[config.mk]
export PLATFORM = sky130hd
export DESIGN_NAME = i2cmb_xfer_sequencer
export DESIGN_NICKNAME = d
export VERILOG_FILES = /design/src/rtl/i2cmb_xfer_sequencer.sv
export SDC_FILE = /design/constraint.sdc
export NUM_CORES = 1
export LEC_CHECK = 0
export BUFFER_PORTS_ARGS = -buffer_cell sky130_fd_sc_hd__buf_2
export CORE_AREA = 3 3 138 127
export CTS_BUF_LIST = sky130_fd_sc_hd__clkbuf_4 sky130_fd_sc_hd__clkbuf_8
export DETAILED_ROUTE_END_ITERATION = 16
export DIE_AREA = 0 0 141 130
export HOLD_SLACK_MARGIN = 0.03
export PLACE_DENSITY = 0.44
export REMOVE_ABC_BUFFERS = 1
export SYNTH_ARGS = -nofsm -noshare
export SYNTH_HDL_FRONTEND = slang
export SYNTH_SLANG_ARGS = --single-unit
[constraint.sdc]
create_clock -name clk_i -period 2.22 [get_ports clk_i]
set_input_delay 0.444 -clock clk_i [delete_from_list [all_inputs] [get_ports clk_i]]
set_output_delay 0.444 -clock clk_i [all_outputs]
set_load 0.1 [all_outputs]
[src/rtl/i2cmb_xfer_sequencer.sv]
// i2cmb_xfer_sequencer
// Turns one high-level I2C transfer request at a time into the I2CMB Wishbone
// register sequence (enable, set bus, start, address, data bytes, stop) and
// uses the core's irq to detect completion of each byte-level command.
//
// State table:
//   state        | meaning
//   S_INIT       | write CSR=0xC0 (core enable + irq enable)
//   S_IDLE       | ready for a request
//   S_BUS_DPR    | write DPR=bus id ahead of SET_BUS
//   S_ADDR_DPR   | write DPR={addr,rw} ahead of the address byte
//   S_WAIT_WDATA | wait for a write byte from the requester
//   S_WR_DPR     | write DPR=data byte
//   S_RD_DPR     | read DPR (received byte)
//   S_CMD_WR     | write CMDR=cmd_q
//   S_CMD_WAIT   | wait for irq, timeout down-counter running
//   S_CMD_RD     | read CMDR (clears irq), decode status
//   S_TO_CSR0    | timeout recovery: CSR=0x00
//   S_TO_CSR1    | timeout recovery: CSR=0xC0
//   S_DONE       | one-cycle done pulse with status
//
// Ports:
//   clk_i, rst_n_i                       clock, synchronous active-low reset
//   req_valid_i/req_ready_o              transfer request handshake
//   req_rw_i, req_bus_id_i, req_addr_i,
//   req_len_i                            transfer description (len 0 = probe)
//   wdata_valid_i/wdata_ready_o, wdata_i write byte stream
//   rdata_valid_o, rdata_o               read byte pulse
//   done_o, status_o                     completion pulse and result code
//   wb_*                                 Wishbone master to the I2CMB slave
//   irq_i                                I2CMB interrupt
module i2cmb_xfer_sequencer #(
  parameter int TIMEOUT_CYCLES = 65535,
  parameter int NUM_BUSES      = 16
) (
  input  logic       clk_i,
  input  logic       rst_n_i,
  input  logic       req_valid_i,
  output logic       req_ready_o,
  input  logic       req_rw_i,
  input  logic [3:0] req_bus_id_i,
  input  logic [6:0] req_addr_i,
  input  logic [7:0] req_len_i,
  input  logic       wdata_valid_i,
  output logic       wdata_ready_o,
  input  logic [7:0] wdata_i,
  output logic       rdata_valid_o,
  output logic [7:0] rdata_o,
  output logic       done_o,
  output logic [2:0] status_o,
  output logic       wb_cyc_o,
  output logic       wb_stb_o,
  output logic       wb_we_o,
  output logic [1:0] wb_adr_o,
  output logic [7:0] wb_dat_o,
  input  logic [7:0] wb_dat_i,
  input  logic       wb_ack_i,
  input  logic       irq_i
);

  localparam int TW = $clog2(TIMEOUT_CYCLES + 1);
  localparam logic [4:0] NB = 5'(NUM_BUSES);

  localparam logic [1:0] A_CSR = 2'd0, A_DPR = 2'd1, A_CMDR = 2'd2;

  localparam logic [2:0] ST_OK = 3'd0, ST_NAK_ADDR = 3'd1, ST_NAK_DATA = 3'd2,
                         ST_ARB = 3'd3, ST_ERR = 3'd4, ST_TIMEOUT = 3'd5;

  localparam logic [2:0] C_WRITE = 3'd1, C_READ_ACK = 3'd2, C_READ_NAK = 3'd3,
                         C_START = 3'd4, C_STOP = 3'd5, C_SET_BUS = 3'd6;

  typedef enum logic [3:0] {
    S_INIT, S_IDLE, S_BUS_DPR, S_ADDR_DPR, S_WAIT_WDATA, S_WR_DPR, S_RD_DPR,
    S_CMD_WR, S_CMD_WAIT, S_CMD_RD, S_TO_CSR0, S_TO_CSR1, S_DONE
  } state_t;

  // Which step of the transfer the in-flight command belongs to.
  typedef enum logic [2:0] {
    PH_SETBUS, PH_START, PH_ADDR, PH_WDATA, PH_RDATA, PH_STOP
  } phase_t;

  state_t        state_q, state_n;
  phase_t        phase_q, phase_n;
  logic [2:0]    cmd_q, cmd_n;
  logic          rw_q, rw_n;
  logic [3:0]    bus_q, bus_n;
  logic [6:0]    addr_q, addr_n;
  logic [7:0]    cnt_q, cnt_n;
  logic [7:0]    wbyte_q, wbyte_n;
  logic [2:0]    st_q, st_n;
  logic [3:0]    cache_bus_q, cache_bus_n;
  logic          cache_vld_q, cache_vld_n;
  logic [TW-1:0] tmr_q, tmr_n;
  logic          gap_q, gap_n;
  logic [7:0]    rdata_q, rdata_n;
  logic          rvld_q, rvld_n;

  logic       acc, acc_we, ack_hit;
  logic [1:0] acc_adr;
  logic [7:0] acc_dat;

  // Wishbone access requested by the current state.
  always_comb begin
    acc     = 1'b0;
    acc_we  = 1'b0;
    acc_adr = A_CSR;
    acc_dat = 8'h00;
    case (state_q)
      S_INIT:     begin acc = 1'b1; acc_we = 1'b1; acc_adr = A_CSR;  acc_dat = 8'hC0; end
      S_BUS_DPR:  begin acc = 1'b1; acc_we = 1'b1; acc_adr = A_DPR;  acc_dat = {4'h0, bus_q}; end
      S_ADDR_DPR: begin acc = 1'b1; acc_we = 1'b1; acc_adr = A_DPR;  acc_dat = {addr_q, rw_q}; end
      S_WR_DPR:   begin acc = 1'b1; acc_we = 1'b1; acc_adr = A_DPR;  acc_dat = wbyte_q; end
      S_RD_DPR:   begin acc = 1'b1; acc_adr = A_DPR; end
      S_CMD_WR:   begin acc = 1'b1; acc_we = 1'b1; acc_adr = A_CMDR; acc_dat = {5'h00, cmd_q}; end
      S_CMD_RD:   begin acc = 1'b1; acc_adr = A_CMDR; end
      S_TO_CSR0:  begin acc = 1'b1; acc_we = 1'b1; acc_adr = A_CSR;  acc_dat = 8'h00; end
      S_TO_CSR1:  begin acc = 1'b1; acc_we = 1'b1; acc_adr = A_CSR;  acc_dat = 8'hC0; end
      default:    acc = 1'b0;
    endcase
  end

  // gap_q forces the idle cycle after every ack; it is also set by reset so
  // the bus stays quiet while reset is held and drops the cycle after a
  // mid-transfer reset.
  assign wb_cyc_o = acc & ~gap_q;
  assign wb_stb_o = wb_cyc_o;
  assign wb_we_o  = wb_cyc_o & acc_we;
  assign wb_adr_o = wb_cyc_o ? acc_adr : 2'd0;
  assign wb_dat_o = wb_cyc_o ? acc_dat : 8'h00;
  assign ack_hit  = wb_cyc_o & wb_ack_i;

  assign req_ready_o   = (state_q == S_IDLE);
  assign wdata_ready_o = (state_q == S_WAIT_WDATA) & wdata_valid_i;
  assign done_o        = (state_q == S_DONE);
  assign status_o      = done_o ? st_q : 3'd0;
  assign rdata_valid_o = rvld_q;
  assign rdata_o       = rdata_q;

  always_comb begin
    state_n     = state_q;
    phase_n     = phase_q;
    cmd_n       = cmd_q;
    rw_n        = rw_q;
    bus_n       = bus_q;
    addr_n      = addr_q;
    cnt_n       = cnt_q;
    wbyte_n     = wbyte_q;
    st_n        = st_q;
    cache_bus_n = cache_bus_q;
    cache_vld_n = cache_vld_q;
    tmr_n       = tmr_q;
    gap_n       = ack_hit;
    rdata_n     = rdata_q;
    rvld_n      = 1'b0;

    case (state_q)
      S_INIT: if (ack_hit) state_n = S_IDLE;

      S_IDLE: begin
        if (req_valid_i) begin
          rw_n   = req_rw_i;
          bus_n  = req_bus_id_i;
          addr_n = req_addr_i;
          cnt_n  = req_len_i;
          st_n   = ST_OK;
          if ({1'b0, req_bus_id_i} >= NB) begin
            st_n    = ST_ERR;
            state_n = S_DONE;
          end else if (cache_vld_q && cache_bus_q == req_bus_id_i) begin
            cmd_n   = C_START;
            phase_n = PH_START;
            state_n = S_CMD_WR;
          end else begin
            state_n = S_BUS_DPR;
          end
        end
      end

      S_BUS_DPR: if (ack_hit) begin
        cmd_n = C_SET_BUS; phase_n = PH_SETBUS; state_n = S_CMD_WR;
      end

      S_ADDR_DPR: if (ack_hit) begin
        cmd_n = C_WRITE; phase_n = PH_ADDR; state_n = S_CMD_WR;
      end

      S_WAIT_WDATA: if (wdata_valid_i) begin
        wbyte_n = wdata_i;
        state_n = S_WR_DPR;
      end

      S_WR_DPR: if (ack_hit) begin
        cmd_n = C_WRITE; phase_n = PH_WDATA; state_n = S_CMD_WR;
      end

      S_RD_DPR: if (ack_hit) begin
        rdata_n = wb_dat_i;
        rvld_n  = 1'b1;
        cnt_n   = cnt_q - 8'd1;
        state_n = S_CMD_WR;
        if (cnt_q == 8'd1) begin
          cmd_n = C_STOP; phase_n = PH_STOP;
        end else begin
          // cnt_q still counts the byte just received
          cmd_n   = (cnt_q > 8'd2) ? C_READ_ACK : C_READ_NAK;
          phase_n = PH_RDATA;
        end
      end

      S_CMD_WR: if (ack_hit) begin
        tmr_n   = TW'(TIMEOUT_CYCLES - 1);
        state_n = S_CMD_WAIT;
      end

      S_CMD_WAIT: begin
        if (irq_i) begin
          state_n = S_CMD_RD;
        end else if (tmr_q == '0) begin
          st_n    = ST_TIMEOUT;
          state_n = S_TO_CSR0;
        end else begin
          tmr_n = tmr_q - TW'(1);
        end
      end

      S_CMD_RD: if (ack_hit) begin
        if (wb_dat_i[7]) begin
          case (phase_q)
            PH_SETBUS: begin
              cache_bus_n = bus_q;
              cache_vld_n = 1'b1;
              cmd_n = C_START; phase_n = PH_START; state_n = S_CMD_WR;
            end
            PH_START: state_n = S_ADDR_DPR;
            PH_ADDR: begin
              if (cnt_q == 8'd0) begin
                cmd_n = C_STOP; phase_n = PH_STOP; state_n = S_CMD_WR;
              end else if (rw_q) begin
                cmd_n   = (cnt_q > 8'd1) ? C_READ_ACK : C_READ_NAK;
                phase_n = PH_RDATA;
                state_n = S_CMD_WR;
              end else begin
                state_n = S_WAIT_WDATA;
              end
            end
            PH_WDATA: begin
              cnt_n = cnt_q - 8'd1;
              if (cnt_q == 8'd1) begin
                cmd_n = C_STOP; phase_n = PH_STOP; state_n = S_CMD_WR;
              end else begin
                state_n = S_WAIT_WDATA;
              end
            end
            PH_RDATA: state_n = S_RD_DPR;
            default:  state_n = S_DONE;
          endcase
        end else if (wb_dat_i[6] && (phase_q == PH_ADDR || phase_q == PH_WDATA)) begin
          st_n    = (phase_q == PH_ADDR) ? ST_NAK_ADDR : ST_NAK_DATA;
          cmd_n   = C_STOP;
          phase_n = PH_STOP;
          state_n = S_CMD_WR;
        end else if (!wb_dat_i[6] && wb_dat_i[5]) begin
          st_n    = ST_ARB;
          state_n = S_DONE;
        end else begin
          // ERR, an unexpected NAK, or no status bit at all
          st_n    = ST_ERR;
          state_n = S_DONE;
          if (phase_q == PH_SETBUS) cache_vld_n = 1'b0;
        end
      end

      S_TO_CSR0: if (ack_hit) state_n = S_TO_CSR1;
      S_TO_CSR1: if (ack_hit) state_n = S_DONE;
      S_DONE:    state_n = S_IDLE;
      default:   state_n = S_INIT;
    endcase
  end

  always_ff @(posedge clk_i) begin
    if (!rst_n_i) begin
      state_q     <= S_INIT;
      phase_q     <= PH_SETBUS;
      cmd_q       <= 3'd0;
      rw_q        <= 1'b0;
      bus_q       <= 4'd0;
      addr_q      <= 7'd0;
      cnt_q       <= 8'd0;
      wbyte_q     <= 8'd0;
      st_q        <= ST_OK;
      cache_bus_q <= 4'd0;
      cache_vld_q <= 1'b0;
      tmr_q       <= '0;
      gap_q       <= 1'b1;
      rdata_q     <= 8'd0;
      rvld_q      <= 1'b0;
    end else begin
      state_q     <= state_n;
      phase_q     <= phase_n;
      cmd_q       <= cmd_n;
      rw_q        <= rw_n;
      bus_q       <= bus_n;
      addr_q      <= addr_n;
      cnt_q       <= cnt_n;
      wbyte_q     <= wbyte_n;
      st_q        <= st_n;
      cache_bus_q <= cache_bus_n;
      cache_vld_q <= cache_vld_n;
      tmr_q       <= tmr_n;
      gap_q       <= gap_n;
      rdata_q     <= rdata_n;
      rvld_q      <= rvld_n;
    end
  end

endmodule

== After elaboration in Yosys (flattened, before gate mapping) ==
Index checks and enable logic that the tools add are counted.
Widths: inputs -> output; s select.
Storage, ports and cells
  register bits: 72
  input port bits: 42
  output and inout port bits: 28
Operators by class
  add/subtract/negate cells: 2
  magnitude comparators: 2
  equality and inequality tests: 45
  muxes and demuxes: 79
  bitwise logic cells: 5
  reductions and logical operators: 32
Operators with widths (number)
  $mux 3: 31
  $mux 16: 3
  $mux 4: 12
  $mux 8: 6
  $pmux 4 s10: 1
  $pmux 8 s5: 1
  $ne 2x2->1 const B: 19
  $pmux 16 s2: 1
  $pmux 3 s3: 3
  $pmux 8 s3: 1
  $eq 4x4->1 const B: 5
  $pmux 4 s5: 1
  $pmux 3 s6: 1
  $eq 4x3->1 const B: 4
  $logic_not 16->1: 1
  $sub 16x1->16 const B: 1
  $pmux 3 s5: 1
  $reduce_and 12->1: 1
  $reduce_and 6->1: 2
  $mux 1: 11
  $reduce_and 11->1: 1
  $mux 2: 5
  $ne 5x5->1 const B: 2
  $reduce_and 9->1: 1
  other kinds (33): 50

== Logic depth before layout (Yosys ltp) ==
Gate-level depths: netlist of the first run.
  word-level depth: 8
  depth in mapped cells: 9
  mapped depth without buffers: 8

== Worst setup path after synthesis of the first run ==
No wires, ideal clock.
  path kind: register to output
  start point: register state_q[0]
  end point: output wb_dat_o[3]
  arrival time: 3.433 ns
  path slack: -1.657 ns
  cell stages (with the launch flop): 9
  path through: dfxtp_1 > buf_4 > clkbuf_1 > nor2b_1 > nand2_1 > o21ai_0 > nand2b_1 > clkbuf_1 > nor3_1
Between the ends
  longest elaborated chain between the ends: 5
  elaborated cells on any way between the ends: 15
  classes of those cells: 8 x eq/ne; 3 x mux; 1 x bitwise; 3 x reduce/logical
RTL lines
  from (decl): RTL line 82  | state_t state_q, state_n;
  from (signal assigned): RTL line 298  | state_q <= state_n;
  $eq 4x4->1, or another cell as far along: RTL line 108  | case (state_q)
  $reduce_or 9->1 (no line)
  $mux 1: RTL line 108
  $and 1x1->1: RTL line 125  | assign wb_cyc_o = acc & ~gap_q;
  $mux 8 (*): RTL line 129  | assign wb_dat_o = wb_cyc_o ? acc_dat : 8'h00;
  to (decl): RTL line 55  | output logic [7:0] wb_dat_o,
Every way passes the cells marked *; elsewhere a longest branch is shown, timed or not.

== Final worst setup path of the first run ==
  start point: register state_q[3]
  end point: output wb_stb_o
Between the ends
  longest elaborated chain between the ends: 4
  elaborated cells on any way between the ends: 12
  classes of those cells: 8 x eq/ne; 1 x mux; 1 x bitwise; 2 x reduce/logical
RTL lines
  $eq 4x4->1, or another cell as far along: RTL line 108
  $reduce_or 9->1 (no line) (*)
  $mux 1 (*): RTL line 108
  $and 1x1->1 (*): RTL line 125
  to (decl): RTL line 52  | output logic wb_stb_o,
Marked as above.

==> qor.yml, run 1 <==
setup_path:
  slowest_stage: "dfxtp_4"
  path_class: "register to primary output"
  reg2reg_depth: 8
  cp.required_ns: 1.78
  cp_max_fo: 5
  cp-end-kind: "primary output"
  critPathLaunchType: "register"
  slowest_delay_ns: 0.37
  arrival_ns: 1.84
  crit_chain: "buf_6 > o21bai_4 > a221o_1 > nor2_1 > buf_4 > buf_12"
synthesis:
  syn_area_per_cell_um2: 7.86
  async_reset_ff_share_pct: 0
  syn_inst: 532
  synth_commonest_cells: "72 x dfxtp_1, 67 x nor2_1, 55 x a21oi_1, 42 x nand2_1, 30 x clkbuf_1"
  synth_area_mm2: 0.00418
  yosysTopAreaCellShare_pct: 34.5
  ys_seq_area_share_pct: 34.5
  yosysMostFrequentCell: "dfxtp_1"
  ys_warn_count: 0
  synth_edf_count: 0
  synth_top_area_cell: "dfxtp_1"
  ys_types: 66
  ys_dominant_reg_cell: "dfxtp_1"
  ys_ff_latch: 72
  netlist_top_cells_area: "dfxtp_1 34%, a21oi_1 6.6%, nor2_1 6.0%"
drt:
  drc: 0
  drtPass1Iterations: 4
  top_layer: "met4"
  wl_per_cell_um: 17.2
  dr_wl_met2_mm: 6.90
  dr_total_vias: 4440
  drt-total-wl_mm: 14.9
  vias_per_cell: 5.13
  drt-met1-wl_mm: 6.94
  wl_met3_um: 714
  drtIter0Drc: 251
  drtAntennaViolNets: 0
status:
  outcome: "complete, but fails checks"
  violations: "setup timing"
cells_and_area:
  antenna_cells: 0
  drive_gt1_share_pct: 32.8
  final_nets: 700
  area_delta_synth_final_pct: 47.5
  post-route-util_pct: 38.2
sta:
  fin_skew_ns: 0.0116
  rsz0062_at_grt: "yes"
  slew_headroom_pct: 65.5
  max_freq_mhz: 439
  setup_violations: 5
  layout_setup_ws_ns: -0.0604
  hold_violations: 0
  min_period_ns: 2.28
  fin_crit_sh_pct: 103
  tightest_slew_ns: 0.512
  maxSlewViolCount: 0
  finalSetupTns_ns: -0.202
floorplanning:
  core_mm2: 0.0161
  fp.dieH_um: 130
  ios: 70
  row_count: 44
  initial_core_util_pct: 25.9
  die_area_mm2: 0.0183
  die_w_um: 141
place:
  place_congestion: 0.899
  numPortBuffers: 69
  dpl.hpwl_mm: 10.8
global_routing:
  first_global_vias: 4413
  grt_usage_pct: 16.2
  gr-total-overflow: 0
  antenna_found_initial: 0
  grt_max_degree: 35
  grt_pass1_wl_mm: 23.6
clocking:
  cts.sinks: 72
  clk_latency_ns: 0.37
  cts_tree: "built"
  clk_pin_slew_ns: 0.08
  htreeDepth: 3
  cts_root_buffer: "clkbuf_8"
  cts_buffers: 9
  cts_buffer_depth: 2
hold_path:
  min_path_cells: 3
  hold_class: "input pin to register"
pwr:
  power_leakage_nw: 2.53
  ir_worst_vdd_mv: 0.771
  power.density_mw_per_mm2: 787
flow_run:
  drv_cap: 0
==> report_power, final <==
part	switching, mW	total (mW)	internal [mW]
Combinational	1.25	2.18	0.933
Clock	0.529	1.20	0.674
Sequential	0.0904	1.47	1.38
Total	1.87	4.86	2.99
==> metrics by stage <==
| step | cells | setup slack [ns] | instance area (um^2) | power, mW | hold slack [ns] |
|---|---|---|---|---|---|
| finish | 866 | -0.0604 | 6170 | 4.86 | 0.304 |
| detailed placement | 829 | 0.000969 | 5410 | 3.29 | 0.448 |
| CTS | 862 | -0.0891 | 5980 | 4.75 | 0.279 |
| global placement | 829 | 0.0344 | 5410 | 3.29 | 0.449 |
| floorplan | 488 | -2.57 | 3990 | 2.50 | 0.433 |
| global route | 866 | -0.113 | 6170 | 5.10 | 0.295 |
==> cells in the final DEF, fill, tap and decap left out, types with 5 or more instances in the layout <==
cell / netlist / routed
nor2_4: 0 / 6
o21ai_0: 28 / 27
a22oi_1: 10 / 8
buf_4: 2 / 65
clkbuf_8: 0 / 10
buf_6: 1 / 15
dfxtp_1: 72 / 68
buf_2: 7 / 50
inv_1: 11 / 9
nor2b_1: 8 / 5
nand4_1: 5 / 5
nand3_1: 23 / 23
a31oi_1: 6 / 6
xnor2_1: 19 / 18
a21oi_1: 55 / 54
o211ai_1: 7 / 7
nand2b_1: 11 / 9
buf_12: 0 / 23
a2111oi_4: 0 / 5
nor3_1: 10 / 6
nor2_1: 67 / 59
nand2_1: 42 / 41
a211oi_1: 5 / 5
and3_1: 5 / 5
mux2i_1: 23 / 23
or3_1: 5 / 5
==> path summary, 6_finish.rpt <==
path	from	end	slack (ns)
worst min register to register	addr_q[6]	addr_q[6]	0.46
worst min-delay path	wb_dat_i[4]	rdata_o[4]	0.30
worst max register to register	state_q[0]	tmr_q[12]	0.04
worst max-delay path	state_q[3]	wb_stb_o	-0.06
==> state kept, by name, summed over array words and instances, names as in the netlist, 3 cells and up <==
signal and flops:
addr_q 7, bus_q 4, cache_bus_q 4, cmd_q 3, cnt_q 8, phase_q 3, rdata_o 8, st_q 3
state_q 4, tmr_q 16, wbyte_q 8
==> cell families after synthesis <==
kind of cell	Yosys count	share of synthesized area, %
AND/OR/NAND/NOR	197	23.2
AO/OA/AOI/OAI	161	25.8
flip-flops	72	34.5
buffers and inverters	55	5.51
multiplexers	24	5.78
XOR/XNOR	19	3.98
adder cells (fa/ha/maj)	4	1.20
==> layout make-up <==
cell class / count / area [um^2]
repair buffers: 155 / 1400
multi-input cells: 405 / 2790
flip-flops and latches: 72 / 1450
clock buffers: 11 / 145
inverters: 11 / 41.3
fillers: 1684 / 9960
clock inverters: 5 / 80.1
well taps: 207 / 259
==> critical path: cells and delay by family (launching register included) <==
kind	cells	cell delay (ns)
buffers and inverters	3	0.46
and+or+nand+nor	1	0.12
AOI/OAI and AO/OA	2	0.51
DFF	1	0.37
==> repair_timing <==
item / in CTS / in global routing
pin swaps: 7 / 23
hold buffers: 0 / 0
setup buffers: 17 / 5
endpoints found under the hold margin: 0 / 0
endpoints found under the setup margin: 18 / 23
gates cloned: 0 / 0
resized for setup: 49 / 30
==> layer usage <==
layer	vias to the layer above	track usage, %
met5	-	0
li1	2168	-
met2	113	26.0
met4	0	6.15
met1	2133	21.3
met3	26	3.92
Note: power is estimated with default switching activity, not from simulation.
==> run 2, diff against run 1 <==
Settings changed: CAP_MARGIN set to 25, CORE_AREA 3 3 138 127 to 3 3 146 120, DIE_AREA 0 0 141 130 to 0 0 149 123.
==> qor.yml, run 2 (synthesis gave the netlist of run 1 again) <==
pwr:
  p_switching_mw: 1.87
  power_frac_clock_pct: 23.7
  ir_worst_vdd_mv: 0.784
  power_leakage_nw: 2.65
  power_frac_comb_pct: 46.8
  power.density_mw_per_mm2: 772
  power_frac_seq_pct: 29.5
  internal_power_mw: 3.08
  p_sw_share_pct: 37.7
setup_path:
  crit_chain: "buf_6 > buf_6 > a21oi_4 > o21ai_2 > nand2b_4 > nor3_4 > buf_12"
  arrival_ns: 1.82
  cp_max_fo: 8
  slowest_stage: "dfxtp_4"
  critPathLaunchType: "register"
  path_class: "register to primary output"
  cp.required_ns: 1.78
  cpMostUsedCell: "buf_6"
  cp-end-kind: "primary output"
  slowest_delay_ns: 0.38
sta:
  setup_violations: 7
  hold_violations: 0
  layout_setup_ws_ns: -0.0390
  fin_skew_ns: 0.00954
  whs_ns: 0.309
  fin_crit_sh_pct: 102
  maxSlewViolCount: 0
  max_freq_mhz: 443
  tightest_slew_ns: 0.668
  rsz0062_at_grt: "yes"
  slew_headroom_pct: 55.3
  min_period_ns: 2.26
clocking:
  cts.sinks: 72
  clk_pin_slew_ns: 0.08
  cts_buffers: 9
  cts_buffer_depth: 2
  cts_root_buffer: "clkbuf_8"
  clk_latency_ns: 0.37
  cts_tree: "built"
  ctsHoldBuffers: 0
  htreeDepth: 3
global_routing:
  antenna_found_initial: 0
  gr-total-overflow: 0
  first_global_vias: 4408
  grt_usage_pct: 16.4
  grt_max_degree: 39
  grt_pass1_wl_mm: 23.5
cells_and_area:
  area_delta_synth_final_pct: 53.3
  final_cell_mix: "85 x buf_4, 68 x dfxtp_1, 59 x nor2_1"
  final_area_mm2: 0.00641
  antenna_cells: 0
  post-route-util_pct: 39.3
  largest_register: "tmr_q"
  drive_gt1_share_pct: 36.1
  instances_no_fill: 901
  layout_commonest_cell: "buf_4"
  final_nets: 723
  largest_reg_flops: 16
status:
  outcome: "complete, but fails checks"
  violations: "setup timing"
drt:
  dr_total_vias: 4528
  wl_per_cell_um: 16.5
  drtPass1Iterations: 5
  drtIter0Drc: 351
  drc: 0
  drt-total-wl_mm: 14.9
  vias_per_cell: 5.03
  drtAntennaViolNets: 0
floorplanning:
  fp.dieH_um: 123
  core_mm2: 0.0163
  row_count: 42
  initial_core_util_pct: 25.7
  die_area_mm2: 0.0183
  die_w_um: 149
  ios: 70
place:
  numPortBuffers: 69
  place_congestion: 0.936
  dpl.hpwl_mm: 11.0
  dp.cells: 853
  place_area_mm2: 0.00549
flow_run:
  drv_cap: 0
hold_path:
  hold_class: "input pin to register"
run 2: cell count changes in the layout (fill, tap and decap cells not counted), moves of 3 or more:
cell,previous run,this run
buf_4,65,85
buf_8,2,5
nor3_2,1,4
nor3b_1,4,1
nor3b_2,1,4
run 2: path summary, 6_finish.rpt:
check,from,to,slack [ns],depth (start not counted)
max reg2reg,state_q[0],state_q[1],0.07,11
max,state_q[0],wb_dat_o[3],-0.04,7
min reg2reg,addr_q[1],addr_q[1],0.46,2
min,wb_dat_i[4],rdata_o[4],0.31,3
run 2: area by class of cell:
type | instances | area, um^2
fill | 1716 | 9880
multi-input combinational | 405 | 2810
timing repair buffer | 178 | 1600
sequential | 72 | 1460
tap | 220 | 275
clock buffer | 10 | 138
clock inverter | 5 | 81.3
inverter | 11 | 41.3
run 2: power by group through the flow:
stage               clock, mW  combinational, mW  sequential (mW)
global route             1.27               2.48             1.47
detailed placement          0               1.83             1.48
CTS                      1.22               2.21             1.46
floorplan                   0              0.975             1.53
finish                   1.17               2.32             1.46
global placement            0               1.85             1.48
run 2: timing repair:
action                                 4_1_cts  5_1_grt
setup endpoints to repair                   24       24
pin swaps                                   18       23
resized for setup                           67       25
endpoints found under the hold margin        0        0
cloned                                       0        2
setup buffers                               29        3
run 2: critical path, delay by kind of cell (launching register included):
kind,cells,cell delay (ns)
buffers and inverters,3,0.47
and+or+nand+nor,2,0.40
DFF,1,0.38
AOI/OAI and AO/OA,2,0.20
run 2: metrics by stage:
| step | setup slack, ns | TNS, ns | power (mW) |
|---|---|---|---|
| floorplan | -2.57 | -93.51 | 2.50 |
| global placement | 0.0161 | 0 | 3.33 |
| detailed placement | -0.0206 | -0.0360 | 3.32 |
| CTS | -0.0717 | -0.491 | 4.89 |
| global route | -0.127 | -1.16 | 5.22 |
| finish | -0.0390 | -0.141 | 4.95 |
run 2: per-layer routing:
metal  global-route usage [%]  vias to the layer above  wire length [um]
li1                         -                     2221                 -
met1                     23.3                     2148              7200
met2                     24.1                      129              6450
met3                     4.07                       30               882
met4                     5.60                        0               351
met5                        0                        -                 0
